**src/rtl/angle_rom_if.sv**
```systemverilog
// Command, ROM and output-stream signals of the angle ROM reader, bundled so the
// reader and its environment see one port each.
interface angle_rom_if #(
    parameter int ADDR_WIDTH  = 12,
    parameter int DATA_WIDTH  = 7,
    parameter int PHASE_WIDTH = 24,
    parameter int CNT_WIDTH   = 16
);
    logic                   start;
    logic [PHASE_WIDTH-1:0] phase_init;
    logic [PHASE_WIDTH-1:0] phase_inc;
    logic [CNT_WIDTH-1:0]   sample_cnt;
    logic                   abort;
    logic [ADDR_WIDTH-1:0]  rom_addr;
    logic [DATA_WIDTH-1:0]  rom_data;
    logic [DATA_WIDTH-1:0]  dout;
    logic                   dout_last;
    logic                   dout_valid;
    logic                   dout_ready;
    logic                   busy;
    logic                   done;

    modport master (
        input  start, phase_init, phase_inc, sample_cnt, abort, rom_data, dout_ready,
        output rom_addr, dout, dout_last, dout_valid, busy, done
    );

    modport slave (
        output start, phase_init, phase_inc, sample_cnt, abort, rom_data, dout_ready,
        input  rom_addr, dout, dout_last, dout_valid, busy, done
    );
endinterface

```
**src/rtl/angle_rom_reader.sv**
```systemverilog
// Sweeps a phase accumulator over a fixed-latency ROM and streams the captured
// samples through a 4-entry FWFT FIFO; address issue is credit-limited.
module angle_rom_reader #(
    parameter int ADDR_WIDTH  = 12,
    parameter int DATA_WIDTH  = 7,
    parameter int PHASE_WIDTH = 24,
    parameter int RD_LATENCY  = 1,
    parameter int CNT_WIDTH   = 16
) (
    input  logic        clk,
    input  logic        rst,
    angle_rom_if.master bus
);
    localparam int FIFO_DEPTH = 4;

    typedef enum logic [1:0] {
        IDLE  = 2'd0,
        RUN   = 2'd1,
        DRAIN = 2'd2
    } state_e;

    typedef struct packed {
        logic                  last;
        logic [DATA_WIDTH-1:0] data;
    } entry_t;

    state_e                 state_q, state_d;
    logic [PHASE_WIDTH-1:0] acc_q, acc_d;
    logic [PHASE_WIDTH-1:0] inc_q, inc_d;
    logic [CNT_WIDTH-1:0]   remaining_q, remaining_d;
    logic [ADDR_WIDTH-1:0]  rom_addr_q, rom_addr_d;
    logic                   issue_q, issue_d;
    logic                   done_q, done_d;
    logic [RD_LATENCY-1:0]  pipe_valid_q, pipe_valid_d;
    logic [RD_LATENCY-1:0]  pipe_last_q, pipe_last_d;

    entry_t                 fifo_mem_q [FIFO_DEPTH];
    logic [1:0]             wr_ptr_q, wr_ptr_d;
    logic [1:0]             rd_ptr_q, rd_ptr_d;
    logic [2:0]             fifo_count_q, fifo_count_d;

    entry_t                 head;
    entry_t                 push_entry;
    logic                   fifo_valid;
    logic                   pop;
    logic                   push_en;
    logic                   pop_en;
    logic                   flush;
    logic                   credit_ok;

    assign head       = fifo_mem_q[rd_ptr_q];
    assign fifo_valid = (fifo_count_q != 3'd0);
    assign pop        = fifo_valid & bus.dout_ready;
    assign push_entry = '{last: pipe_last_q[RD_LATENCY-1], data: bus.rom_data};

    // Registered occupancy only: a pop in this cycle is deliberately not credited,
    // which keeps the worst case (two issues back to back) within four entries.
    assign credit_ok = (int'(fifo_count_q) + $countones(pipe_valid_q)) <= 2;

    // NOTE: every signal written here gets a default first, so no path through the
    // case statement can leave one unassigned and infer a latch.
    always_comb begin
        state_d      = state_q;
        acc_d        = acc_q;
        inc_d        = inc_q;
        remaining_d  = remaining_q;
        rom_addr_d   = rom_addr_q;
        issue_d      = 1'b0;
        done_d       = 1'b0;
        flush        = 1'b0;

        case (state_q)
            IDLE: begin
                if (bus.start && (bus.sample_cnt != '0)) begin
                    state_d     = RUN;
                    acc_d       = bus.phase_init;
                    inc_d       = bus.phase_inc;
                    remaining_d = bus.sample_cnt;
                    rom_addr_d  = bus.phase_init[PHASE_WIDTH-1 -: ADDR_WIDTH];
                    issue_d     = 1'b1;
                end
            end
            RUN: begin
                if (bus.abort) begin
                    state_d = IDLE;
                    flush   = 1'b1;
                end else begin
                    if (issue_q) begin
                        remaining_d = remaining_q - CNT_WIDTH'(1);
                        acc_d       = acc_q + inc_q;
                        rom_addr_d  = acc_d[PHASE_WIDTH-1 -: ADDR_WIDTH];
                    end
                    if (remaining_d == '0) begin
                        state_d = DRAIN;
                    end else begin
                        issue_d = credit_ok;
                    end
                end
            end
            DRAIN: begin
                if (bus.abort) begin
                    state_d = IDLE;
                    flush   = 1'b1;
                end else if (pop && head.last) begin
                    state_d = IDLE;
                    done_d  = 1'b1;
                end
            end
            default: begin
                state_d = IDLE;
            end
        endcase

        // The ROM has no enable, so only the {valid,last} tag travels with the issue.
        pipe_valid_d[0] = issue_q & ~flush;
        pipe_last_d[0]  = issue_q & (remaining_q == CNT_WIDTH'(1));
        for (int i = 1; i < RD_LATENCY; i++) begin
            pipe_valid_d[i] = pipe_valid_q[i-1] & ~flush;
            pipe_last_d[i]  = pipe_last_q[i-1];
        end

        push_en = pipe_valid_q[RD_LATENCY-1] & ~flush;
        pop_en  = pop & ~flush;

        if (flush) begin
            wr_ptr_d     = 2'd0;
            rd_ptr_d     = 2'd0;
            fifo_count_d = 3'd0;
        end else begin
            wr_ptr_d     = wr_ptr_q + 2'(push_en);
            rd_ptr_d     = rd_ptr_q + 2'(pop_en);
            fifo_count_d = fifo_count_q + 3'(push_en) - 3'(pop_en);
        end
    end

    // NOTE: state registers use non-blocking assignments so every flop samples the
    // pre-edge value of every other flop, independent of statement order.
    always_ff @(posedge clk) begin
        if (rst) begin
            state_q      <= IDLE;
            acc_q        <= '0;
            inc_q        <= '0;
            remaining_q  <= '0;
            rom_addr_q   <= '0;
            issue_q      <= 1'b0;
            done_q       <= 1'b0;
            pipe_valid_q <= '0;
            pipe_last_q  <= '0;
            wr_ptr_q     <= 2'd0;
            rd_ptr_q     <= 2'd0;
            fifo_count_q <= 3'd0;
        end else begin
            state_q      <= state_d;
            acc_q        <= acc_d;
            inc_q        <= inc_d;
            remaining_q  <= remaining_d;
            rom_addr_q   <= rom_addr_d;
            issue_q      <= issue_d;
            done_q       <= done_d;
            pipe_valid_q <= pipe_valid_d;
            pipe_last_q  <= pipe_last_d;
            wr_ptr_q     <= wr_ptr_d;
            rd_ptr_q     <= rd_ptr_d;
            fifo_count_q <= fifo_count_d;
        end
    end

    // NOTE: the storage array is not reset; the outputs below are gated by the
    // registered count, so stale contents are never visible.
    always_ff @(posedge clk) begin
        if (push_en) begin
            fifo_mem_q[wr_ptr_q] <= push_entry;
        end
    end

    assign bus.rom_addr   = rom_addr_q;
    assign bus.dout       = fifo_valid ? head.data : '0;
    assign bus.dout_last  = fifo_valid & head.last;
    assign bus.dout_valid = fifo_valid;
    assign bus.busy       = (state_q != IDLE);
    assign bus.done       = done_q;
endmodule
```
**src/flat_wrapper.sv**
```systemverilog
// flat-port wrapper written by rule: the top's interface ports become plain ports
module angle_rom_reader_flat 
#(
    parameter int ADDR_WIDTH  = 12,
    parameter int DATA_WIDTH  = 7,
    parameter int PHASE_WIDTH = 24,
    parameter int RD_LATENCY  = 1,
    parameter int CNT_WIDTH   = 16
)
  (clk, rst, bus_start, bus_phase_init, bus_phase_inc, bus_sample_cnt, bus_abort, bus_rom_data, bus_dout_ready, bus_rom_addr, bus_dout, bus_dout_last, bus_dout_valid, bus_busy, bus_done);
  angle_rom_if #(.ADDR_WIDTH(ADDR_WIDTH), .DATA_WIDTH(DATA_WIDTH), .PHASE_WIDTH(PHASE_WIDTH), .CNT_WIDTH(CNT_WIDTH)) bus_i ();
  input  logic clk;
  input  logic rst;
  input wire logic [$bits(bus_i.start)-1:0] bus_start;
  input wire logic [$bits(bus_i.phase_init)-1:0] bus_phase_init;
  input wire logic [$bits(bus_i.phase_inc)-1:0] bus_phase_inc;
  input wire logic [$bits(bus_i.sample_cnt)-1:0] bus_sample_cnt;
  input wire logic [$bits(bus_i.abort)-1:0] bus_abort;
  input wire logic [$bits(bus_i.rom_data)-1:0] bus_rom_data;
  input wire logic [$bits(bus_i.dout_ready)-1:0] bus_dout_ready;
  output wire logic [$bits(bus_i.rom_addr)-1:0] bus_rom_addr;
  output wire logic [$bits(bus_i.dout)-1:0] bus_dout;
  output wire logic [$bits(bus_i.dout_last)-1:0] bus_dout_last;
  output wire logic [$bits(bus_i.dout_valid)-1:0] bus_dout_valid;
  output wire logic [$bits(bus_i.busy)-1:0] bus_busy;
  output wire logic [$bits(bus_i.done)-1:0] bus_done;
  assign bus_i.start = bus_start;
  assign bus_i.phase_init = bus_phase_init;
  assign bus_i.phase_inc = bus_phase_inc;
  assign bus_i.sample_cnt = bus_sample_cnt;
  assign bus_i.abort = bus_abort;
  assign bus_i.rom_data = bus_rom_data;
  assign bus_i.dout_ready = bus_dout_ready;
  assign bus_rom_addr = bus_i.rom_addr;
  assign bus_dout = bus_i.dout;
  assign bus_dout_last = bus_i.dout_last;
  assign bus_dout_valid = bus_i.dout_valid;
  assign bus_busy = bus_i.busy;
  assign bus_done = bus_i.done;
  angle_rom_reader #(.ADDR_WIDTH(ADDR_WIDTH), .DATA_WIDTH(DATA_WIDTH), .PHASE_WIDTH(PHASE_WIDTH), .RD_LATENCY(RD_LATENCY), .CNT_WIDTH(CNT_WIDTH)) u_core (.clk(clk), .rst(rst), .bus(bus_i));
endmodule
```
**config.mk**
```make
export PLATFORM = sky130hd
export DESIGN_NAME = angle_rom_reader_flat
export DESIGN_NICKNAME = d
export VERILOG_FILES = /design/src/rtl/angle_rom_if.sv /design/src/rtl/angle_rom_reader.sv /design/src/flat_wrapper.sv
export SDC_FILE = /design/constraint.sdc
export NUM_CORES = 1
export LEC_CHECK = 0
export CORE_ASPECT_RATIO = 0.9
export CORE_MARGIN = 2
export CORE_UTILIZATION = 55
export CTS_CLUSTER_SIZE = 14
export DETAILED_ROUTE_END_ITERATION = 8
export HOLD_SLACK_MARGIN = 0.12
export PLACE_DENSITY = 0.81
export SLEW_MARGIN = 15
export SYNTH_ARGS = -nofsm -noshare
export SYNTH_HDL_FRONTEND = slang
export SYNTH_SLANG_ARGS = --single-unit
```
**constraint.sdc**
```tcl
create_clock -name clk -period 3.2 [get_ports clk]
set_clock_uncertainty 0.1 [all_clocks]
set_input_delay 0.64 -clock clk [delete_from_list [all_inputs] [get_ports clk]]
set_output_delay 0.64 -clock clk [all_outputs]
set_load 0.01 [all_outputs]
```
[Yosys cells after proc, flatten, opt, wreduce, memory -nomap -nowiden]
Memories as Yosys holds them, arrays and structs flattened. A register that Yosys moved wholly into a read port is not among the register bits.
Index checks and enable logic that the tools add are counted.
Widths: inputs -> output; s select.
Cells by class
  reductions and logical operators: 15
  magnitude comparators: 1
  mux-type cells: 31
  add/sub/neg operators: 7
  equal/unequal tests: 8
  bitwise logic cells: 8
Operators with widths (count)
  $mux 16: 5
  $mux 24: 3
  $pmux 24 s2: 1
  $mux 12: 3
  $le 32x3->1 const B: 1
  $pmux 16 s2: 1
  $add 24x24->24: 1
  $pmux 12 s2: 1
  $eq 16x1->1 const B: 1
  $logic_not 16->1: 1
  $reduce_bool 16->1: 1
  $sub 16x1->16 const B: 1
  $mux 2: 6
  $mux 1: 8
  $mux 7: 1
  $and 1x1->1: 6
  $ne 3x2->1 const B: 2
  $pmux 2 s3: 1
  $reduce_and 3->1: 2
  $add 2x1->2: 2
  $add 3x1->4: 1
  $ne 2x1->1 const B: 2
  $reduce_and 4->1: 1
  $reduce_bool 2->1: 2
  other kinds (13): 16
Storage, ports and cells
  input bits: 76
  memories: 1
  logic and storage cells: 83
  RAM bits: 32
  register bits: 89
Memory list
  u_core.fifo_mem_q: words 4, bits a word 8, read ports 1, clocked after Yosys merged registers in 1, wr ports 1, line angle_rom_reader.sv:37  | entry_t fifo_mem_q [FIFO_DEPTH];

[Logic depth before layout (Yosys ltp)]
Gate-level depths: netlist (run 1).
  word-level depth: 8
  gate-level depth with buffers: 11
  gate-level depth less buffers: 11

[Least setup slack after synthesis (run 1)]
No wires, ideal clock.
  kind: input to register
  start point: input port bus_sample_cnt[10]
  end point: register u_core.rom_addr_q[10], in the netlist u_core.bus.rom_addr[10]
  setup time: 134 ps
  setup slack: 557 ps
  required time: 2966 ps
  stages: 8
  arrival time: 2409 ps
  buffers on the path: 1
  path through: or4_1 > o41ai_2 > a21oi_2 > o21a_1 > buf_2 > and3_1 > a21oi_1 > o22ai_1
On the way
  cells in the longest elaborated chain, start to end: 4
Ends and longest elaborated chain
  start, declared: line flat_wrapper.sv:17  | input wire logic [$bits(bus_i.sample_cnt)-1:0] bus_sample_cnt;
  $reduce_bool 16->1: line angle_rom_reader.sv:74  | if (bus.start && (bus.sample_cnt != '0)) begin
  $logic_and 1x1->1: line angle_rom_reader.sv:74
  $ne 2x1->1 (no source line)
  $reduce_and 4->1 (no source line)
  end signal, assigned: line angle_rom_reader.sv:157  | rom_addr_q <= rom_addr_d;
  end, declared: line angle_rom_reader.sv:31  | logic [ADDR_WIDTH-1:0] rom_addr_q, rom_addr_d;
No other way between the ends.
A chain may end at the register's enable or synchronous reset.

==> run summary, run 1 <==
RUN STATUS
--------------------------------------------------------------------------------
Run status ........................................................ finished, final reports clean

DETAILED ROUTING
--------------------------------------------------------------------------------
First-iteration detailed-routing DRC count ........................          572
Via count .........................................................        5,629
Post-route DRC ....................................................            0
Vias per std cell .................................................         5.99
WL final ..........................................................    17,000 um
Routed wire length per instance ...................................      18.1 um
Number of iterations in the first detailed-routing pass ...........            6
DRT antenna net count .............................................            0

CRITICAL PATH
--------------------------------------------------------------------------------
Startpoint-to-endpoint class of the critical path ................. flop to primary output
CP endpoint kind .................................................. primary output
Arrival @ worst endpoint ..........................................      2.26 ns
Worst setup SP type ...............................................         flop
Required time of the critical path ................................      2.46 ns
Critical path peak fanout .........................................            5
Worst reg2reg setup slack .........................................      0.40 ns

CLOCK TREE
--------------------------------------------------------------------------------
Clock Path Buffers ................................................            2
CTS Hold Bufs .....................................................            0
Cts bufs inserted .................................................            9
TritonCTS clock tree ..............................................          yes
Post-CTS Repair Setup Buffers .....................................            0
Clock Root Buffer ................................................. sky130_fd_sc_hd__clkbuf_16
Deepest level of the CTS H-tree ...................................            3
CTS clk-pin slew, worst paths .....................................      0.08 ns
Clock latency on the worst-skew pair ..............................      0.36 ns
Number of clock sinks seen by CTS .................................          109
Post-CTS resize count .............................................            0

SYNTH
--------------------------------------------------------------------------------
Post-synthesis area per instance ..................................    9.23 um^2
Number of enable flip-flop cells after synthesis ..................           32
Fraction of synthesized cell area taken by the top area cell type .        23.9%
Unique cell type count in the Yosys netlist .......................           77
Primary flip-flop cell chosen by synthesis mapping ................ sky130_fd_sc_hd__dfxtp_1
FFs w/ async S/R, synth ...........................................           0%
Post-synthesis cell count .........................................          699
Yosys top cell by area ............................................ sky130_fd_sc_hd__dfxtp_1
Number of warnings printed during yosys synthesis .................            0
Flops & latches, synth ............................................          109
Total nets after synthesis ........................................          812
Sequential-to-total area share from yosys stat ....................        38.8%
Syn Std Cell Area .................................................    6450 um^2
Synth top area cells .............................................. sky130_fd_sc_hd__dfxtp_1 (24%), sky130_fd_sc_hd__edfxtp_1 (15%), sky130_fd_sc_hd__ha_1 (6.8%)

PLACEMENT
--------------------------------------------------------------------------------
Worst setup slack after placement .................................   -0.0998 ns
Final RePlAce weighted congestion .................................        0.984
Post-placement cell count .........................................          923
Count of input and output buffers .................................           98
Detailed Place HPWL ...............................................    12,400 um

STA
--------------------------------------------------------------------------------
Max-slew violation total from the final report ....................            0
# setup viols final ...............................................            0
Unrepaired setup endpoints after global routing ...................        false
Worst max-slew margin expressed relative to the limit .............        32.9%
Post-layout minimum cycle time ....................................      3.00 ns
Final-report hold violation count .................................            0
Top achievable clock speed ........................................    0.333 GHz
Sum Neg Setup Slack ...............................................         0 ns
Slew at the pin closest to its max-slew limit .....................     0.993 ns
Period Utilization, post-route ....................................        93.8%
Final WS setup ....................................................     0.199 ns

GLOBAL ROUTE
--------------------------------------------------------------------------------
Total global routing track utilization ............................        27.4%
Vias in the first global route ....................................        5,640
Pin count of the biggest net entering global routing ..............           32
Total overflow reported by the global router ......................            0
Number of antenna violations at the first check in global routing .            0
First-pass GRT wire length ........................................    27,700 um

FINISH
--------------------------------------------------------------------------------
Area growth syn-to-layout .........................................        20.8%
Final core area utilization .......................................        68.2%
Final Instance Count excl. Fillers ................................          939
Diodes inserted ...................................................            0
Number of fill cells in the layout ................................          902
Number of nets in the final layout ................................          891
Proportion of layout cells with a drive suffix above 1 ............        8.30%

POWER
--------------------------------------------------------------------------------
Post-route total power ............................................      4.80 mW
Max rail drop VDD .................................................     0.293 mV
Pwr Density .......................................................  615 nW/um^2
Static leakage ....................................................      3.17 nW

FLOORPLANNING
--------------------------------------------------------------------------------
Number of placed I/O pins .........................................           99
Starting utilization of the core area .............................        56.4%
Core area .........................................................  11,400 um^2
Site row count ....................................................           37
Vertical die dimension ............................................       107 um
Area enclosed by the die boundary .................................  12,600 um^2
Die boundary width ................................................       118 um

RUN
--------------------------------------------------------------------------------
Number of violations of the max-capacitance limit .................            0

MIN PATH
--------------------------------------------------------------------------------
Class of the most critical hold timing path ....................... flop to flop

-- path summary, 6_finish.rpt --
| path | start | end | cells after the start |
|---|---|---|---|
| max | u_core.rd_ptr_q[0]$_SDFF_PP0_ | bus_dout[0] | 4 |
| min | u_core.acc_q[10]$_SDFFE_PP0P_ | u_core.acc_q[10]$_SDFFE_PP0P_ | 2 |
| max reg2reg | u_core.issue_q$_SDFF_PP0_ | u_core.state_q[0]$_SDFFE_PP0P_ | 6 |
| min reg2reg | u_core.acc_q[10]$_SDFFE_PP0P_ | u_core.acc_q[10]$_SDFFE_PP0P_ | 2 |
-- metal layers --
metal / wire length [um] / vias up / part of all wire (%) / global-route usage (%)
li1: - / 2717 / - / -
met1: 6960 / 2664 / 41 / 33.5
met2: 8550 / 224 / 50 / 49.0
met3: 1170 / 24 / 6.9 / 5.05
met4: 279 / 0 / 1.6 / 9.12
met5: 0 / - / 0 / 0
-- state kept, by name, indices dropped and copies added, names as in the netlist --
signal	flops
u_core.state_q	2
u_core.issue_q	1
u_core.remaining_q	16
u_core.rd_ptr_q	2
u_core.fifo_mem_q	32
u_core.bus.rom_addr	12
u_core.pipe_valid_q	1
u_core.fifo_count_q	3
u_core.wr_ptr_q	2
u_core.bus.done	1
u_core.inc_q	24
u_core.acc_q	12
u_core.pipe_last_q	1
-- logic make-up after synthesis --
| logic type | after synthesis | share of synthesized area [%] |
|---|---|---|
| adder cells (fa/ha/maj) | 37 | 7.41 |
| AO/OA/AOI/OAI | 173 | 17.6 |
| buffers and inverters | 67 | 5.68 |
| AND/OR/NAND/NOR | 245 | 18.8 |
| flip-flops | 109 | 38.8 |
| XOR/XNOR | 26 | 3.53 |
| multiplexers | 42 | 8.11 |
-- cell type report --
class	count	area, um^2	share of cell area [%]
multi-input combinational	523	3580	45.9
sequential	109	2500	32.1
timing repair buffer	119	1160	14.9
clock buffer	9	225	2.89
tap	156	195	2.50
clock inverter	7	72.6	0.931
inverter	16	60.1	0.770
-- where the power goes --
group	total (mW)	internal [mW]	switching, mW
clock network	1.13	0.555	0.570
logic	1.89	0.888	1.00
registers	1.78	1.59	0.191
-- through the flow --
step                area [um^2]  hold slack [ns]
finish                     7800            0.373
global route               7800            0.391
detailed placement         7500            0.361
global placement           7500            0.343
floorplan                  6450            0.336
CTS                        7800            0.372
-- worst max-delay path, cell delays in order, from the launching register on --
cell	delay (ns)
sky130_fd_sc_hd__dfxtp_1	0.50
sky130_fd_sc_hd__buf_4	0.24
sky130_fd_sc_hd__mux4_2	0.51
sky130_fd_sc_hd__and2_1	0.18
sky130_fd_sc_hd__clkdlybuf4s50_1	0.47
-- cell usage after synthesis, drive strengths merged (3+ instances only) --
cell / count
nor2: 89
dfxtp: 77
a21oi: 59
nand2: 48
ha: 35
edfxtp: 32
mux2i: 32
buf: 28
clkbuf: 23
o21ai: 22
a211oi: 20
nor3: 17
inv: 16
and2: 15
xnor2: 15
a21o: 14
nand3: 11
xor2: 11
and3: 9
nand4: 9
or3: 9
mux4: 8
or4: 8
o22ai: 7
a31oi: 6
nand2b: 6
nor2b: 6
nor4: 6
o21a: 5
a2111oi: 4
o21bai: 4
a221oi: 3
o211ai: 3
o31a: 3
or2: 3
-- placed cells by master, fill, tap and decap left out, types with 17 or more instances in the layout --
| master | n |
|---|---|
| sky130_fd_sc_hd__a211oi_1 | 20 |
| sky130_fd_sc_hd__a21oi_1 | 58 |
| sky130_fd_sc_hd__buf_4 | 19 |
| sky130_fd_sc_hd__clkdlybuf4s50_1 | 97 |
| sky130_fd_sc_hd__dfxtp_1 | 77 |
| sky130_fd_sc_hd__edfxtp_1 | 32 |
| sky130_fd_sc_hd__ha_1 | 35 |
| sky130_fd_sc_hd__mux2i_1 | 32 |
| sky130_fd_sc_hd__nand2_1 | 48 |
| sky130_fd_sc_hd__nor2_1 | 88 |
| sky130_fd_sc_hd__nor3_1 | 17 |
| sky130_fd_sc_hd__o21ai_0 | 21 |
No activity file was read; power rests on OpenSTA's default activity.
==> run 2, diff against run 1 <==
--- a/config.mk
+++ b/config.mk
@@ -16,3 +16,4 @@
 export SYNTH_ARGS = -nofsm -noshare
 export SYNTH_HDL_FRONTEND = slang
 export SYNTH_SLANG_ARGS = --single-unit
+export TNS_END_PERCENT = 50
==> results of run 2 <==
No change in the layout: final DEF, timing and power equal those of run 1.
==> run 3, diff against run 2 <==
--- a/config.mk
+++ b/config.mk
@@ -5,6 +5,7 @@
 export SDC_FILE = /design/constraint.sdc
 export NUM_CORES = 1
 export LEC_CHECK = 0
+export CAP_MARGIN = 40
 export CORE_ASPECT_RATIO = 0.9
 export CORE_MARGIN = 2
 export CORE_UTILIZATION = 55
==> run 3 against run 2 <==
Against the previous run:
- hold slack lost 0.00080 ns
- non-clock buffer count grew 1
- design area is essentially flat
- utilization is essentially flat
- flip-flop and latch count is the same
- combinational power is essentially flat
- critical path depth is the same
- global-route usage is the same
- die area is the same
- sequential share of layout area is essentially flat
- final cell count grew 0.11%
- first-iteration DRC count grew 14%
- largest cell class unchanged
- highest routed layer unchanged
==> run summary, run 3 (synthesis results as in run 1) <==
STA
--------------------------------------------------------------------------------
Post-layout minimum cycle time ....................................      3.00 ns
Top achievable clock speed ........................................    0.333 GHz
Sum Neg Setup Slack ...............................................         0 ns
Final-report hold violation count .................................            0
Worst max-slew margin expressed relative to the limit .............        51.1%
# setup viols final ...............................................            0
Unrepaired setup endpoints after global routing ...................        false
Max-slew violation total from the final report ....................            0
Slew at the pin closest to its max-slew limit .....................     0.715 ns
Period Utilization, post-route ....................................        93.7%

GLOBAL ROUTE
--------------------------------------------------------------------------------
First-pass GRT wire length ........................................    27,700 um
Pin count of the biggest net entering global routing ..............           32
Total global routing track utilization ............................        27.4%
Routing layer with the top usage in global route ..................         met2
Total overflow reported by the global router ......................            0
Global routing usage on met3 ......................................        5.05%
Vias in the first global route ....................................        5,640
Met1 Use GR .......................................................        33.5%
Number of antenna violations at the first check in global routing .            0
Grt met2 use ......................................................        49.0%

CRITICAL PATH
--------------------------------------------------------------------------------
Arrival @ worst endpoint ..........................................      2.26 ns
Longest individual stage delay on the worst path ..................      0.51 ns
End of the critical path ..........................................  bus_dout[0]
Setup crit start .................................................. u_core.rd_ptr_q[0]$_SDFF_PP0_
Required time of the critical path ................................      2.46 ns
Worst setup SP type ...............................................         flop
Critical path peak fanout .........................................            5
List of cells traversed by the critical path ...................... buf_4 -> mux4_2 -> and2_1 -> clkdlybuf4s50_1
Critical R2R Capture .............................................. u_core.state_q[1]$_SDFFE_PP0P_
Worst r2r src ..................................................... u_core.issue_q$_SDFF_PP0_
CP endpoint kind .................................................. primary output
Number of cells on the worst reg-to-reg path ......................            7
Startpoint-to-endpoint class of the critical path ................. flop to primary output
Worst reg2reg setup slack .........................................      0.37 ns
CP max stage cell ................................................. sky130_fd_sc_hd__mux4_2

DETAILED ROUTING
--------------------------------------------------------------------------------
WL final ..........................................................    17,000 um
First-iteration detailed-routing DRC count ........................          651
Via count .........................................................        5,635
DRT antenna net count .............................................            0
Vias per std cell .................................................         5.99
Post-route DRC ....................................................            0
Number of iterations in the first detailed-routing pass ...........            5
Routed wire length per instance ...................................      18.1 um

CLOCK TREE
--------------------------------------------------------------------------------
Deepest level of the CTS H-tree ...................................            3
TritonCTS clock tree ..............................................          yes
CTS clk-pin slew, worst paths .....................................      0.08 ns
Number of clock sinks seen by CTS .................................          109
Post-CTS resize count .............................................            0
Clock Root Buffer ................................................. sky130_fd_sc_hd__clkbuf_16
Cts bufs inserted .................................................            9
Clock latency on the worst-skew pair ..............................      0.36 ns
CTS Hold Bufs .....................................................            0
Clock Path Buffers ................................................            2
Post-CTS Repair Setup Buffers .....................................            0

FINISH
--------------------------------------------------------------------------------
Flip-flop and latch area ..........................................    2500 um^2
Final Cell Area ...................................................    7800 um^2
Leading cell type in the layout, fill and taps excluded ........... sky130_fd_sc_hd__clkdlybuf4s50_1
Largest register FFs ..............................................           32
Diodes inserted ...................................................            0
Top flop regs ..................................................... u_core.fifo_mem_q: 32 flops, u_core.inc_q: 24 flops, u_core.remaining_q: 16 flops
Most frequent cells in the layout ................................. sky130_fd_sc_hd__clkdlybuf4s50_1 (97), sky130_fd_sc_hd__nor2_1 (88), sky130_fd_sc_hd__dfxtp_1 (77)
Final Instance Count excl. Fillers ................................          940
Proportion of layout cells with a drive suffix above 1 ............        8.42%
Area growth syn-to-layout .........................................        20.9%
Multi-input gate area in the final layout .........................    3580 um^2
Number of nets in the final layout ................................          892
Number of fill cells in the layout ................................          901
Register with the most flip-flops ................................. u_core.fifo_mem_q

FLOORPLANNING
--------------------------------------------------------------------------------
Starting utilization of the core area .............................        56.4%
Number of placed I/O pins .........................................           99
Core area .........................................................  11,400 um^2
Area enclosed by the die boundary .................................  12,600 um^2
Site row count ....................................................           37
Vertical die dimension ............................................       107 um
Die boundary width ................................................       118 um

POWER
--------------------------------------------------------------------------------
Static leakage ....................................................      3.17 nW
Max rail drop VDD .................................................     0.297 mV
Post-route total power ............................................      4.81 mW
Pwr Density .......................................................  616 nW/um^2

RUN STATUS
--------------------------------------------------------------------------------
Run status ........................................................ finished, final reports clean

PLACEMENT
--------------------------------------------------------------------------------
Post-placement cell count .........................................          923
Placed standard-cell area .........................................    7500 um^2
Count of input and output buffers .................................           98
Final RePlAce weighted congestion .................................        0.984
Detailed Place HPWL ...............................................    12,400 um

RUN
--------------------------------------------------------------------------------
Number of violations of the max-capacitance limit .................            0

MIN PATH
--------------------------------------------------------------------------------
Class of the most critical hold timing path ....................... flop to flop

[run 3: cell count changes in the layout (fill, tap and decap cells not counted), sizes merged]
cell | before | now
clkbuf | 9 | 10
[run 3: through the flow]
stage / hold slack [ns] / setup slack, ns / utilization (%)
after detailed placement: 0.361 / -0.0998 / 65.6
after floorplan: 0.336 / 0.557 / -
final: 0.373 / 0.201 / 68.2
after global routing: 0.391 / 0.108 / 68.2
after global placement: 0.343 / 0.0775 / 65.6
after CTS: 0.372 / 0.180 / 68.2
[run 3: layer usage]
metal / wire, um / vias up
li1: - / 2714
met1: 6940 / 2658
met2: 8510 / 231
met3: 1280 / 32
met4: 302 / 0
met5: 0 / -
[run 3: how the worst min path moves through the flow]
| stage | from | to | slack, ns | cells past startpoint |
|---|---|---|---|---|
| 6_report | u_core.acc_q[10]$_SDFFE_PP0P_ | u_core.acc_q[10]$_SDFFE_PP0P_ | 0.37 | 2 |
| 5_1_grt | u_core.acc_q[10]$_SDFFE_PP0P_ | u_core.acc_q[10]$_SDFFE_PP0P_ | 0.39 | 2 |
| 4_1_cts | u_core.acc_q[10]$_SDFFE_PP0P_ | u_core.acc_q[10]$_SDFFE_PP0P_ | 0.37 | 2 |
| 3_5_place_dp | u_core.acc_q[10]$_SDFFE_PP0P_ | u_core.acc_q[10]$_SDFFE_PP0P_ | 0.36 | 2 |
| 3_3_place_gp | u_core.acc_q[10]$_SDFFE_PP0P_ | u_core.acc_q[10]$_SDFFE_PP0P_ | 0.34 | 2 |
| 2_1_floorplan | u_core.acc_q[10]$_SDFFE_PP0P_ | u_core.acc_q[10]$_SDFFE_PP0P_ | 0.34 | 2 |
[run 3: cell type report]
type / count / area share, %
clock buffer: 9 / 2.89
tap: 156 / 2.50
multi-input combinational: 523 / 45.9
inverter: 16 / 0.770
timing repair buffer: 120 / 14.9
clock inverter: 7 / 0.930
sequential: 109 / 32.1
[run 3: power breakdown]
group / total [mW] / switching (mW) / internal (mW) / leakage, nW
Combinational: 1.89 / 1.00 / 0.889 / 2.10
Clock: 1.13 / 0.579 / 0.556 / 0.149
Sequential: 1.78 / 0.191 / 1.59 / 0.922
Total: 4.81 / 1.77 / 3.04 / 3.17
[run 3: critical path: cells and delay by family, from the launching register on]
family	cells	cell delay (ns)
mux	1	0.51
flops	1	0.50
buf+inv	2	0.70
simple gates	1	0.18
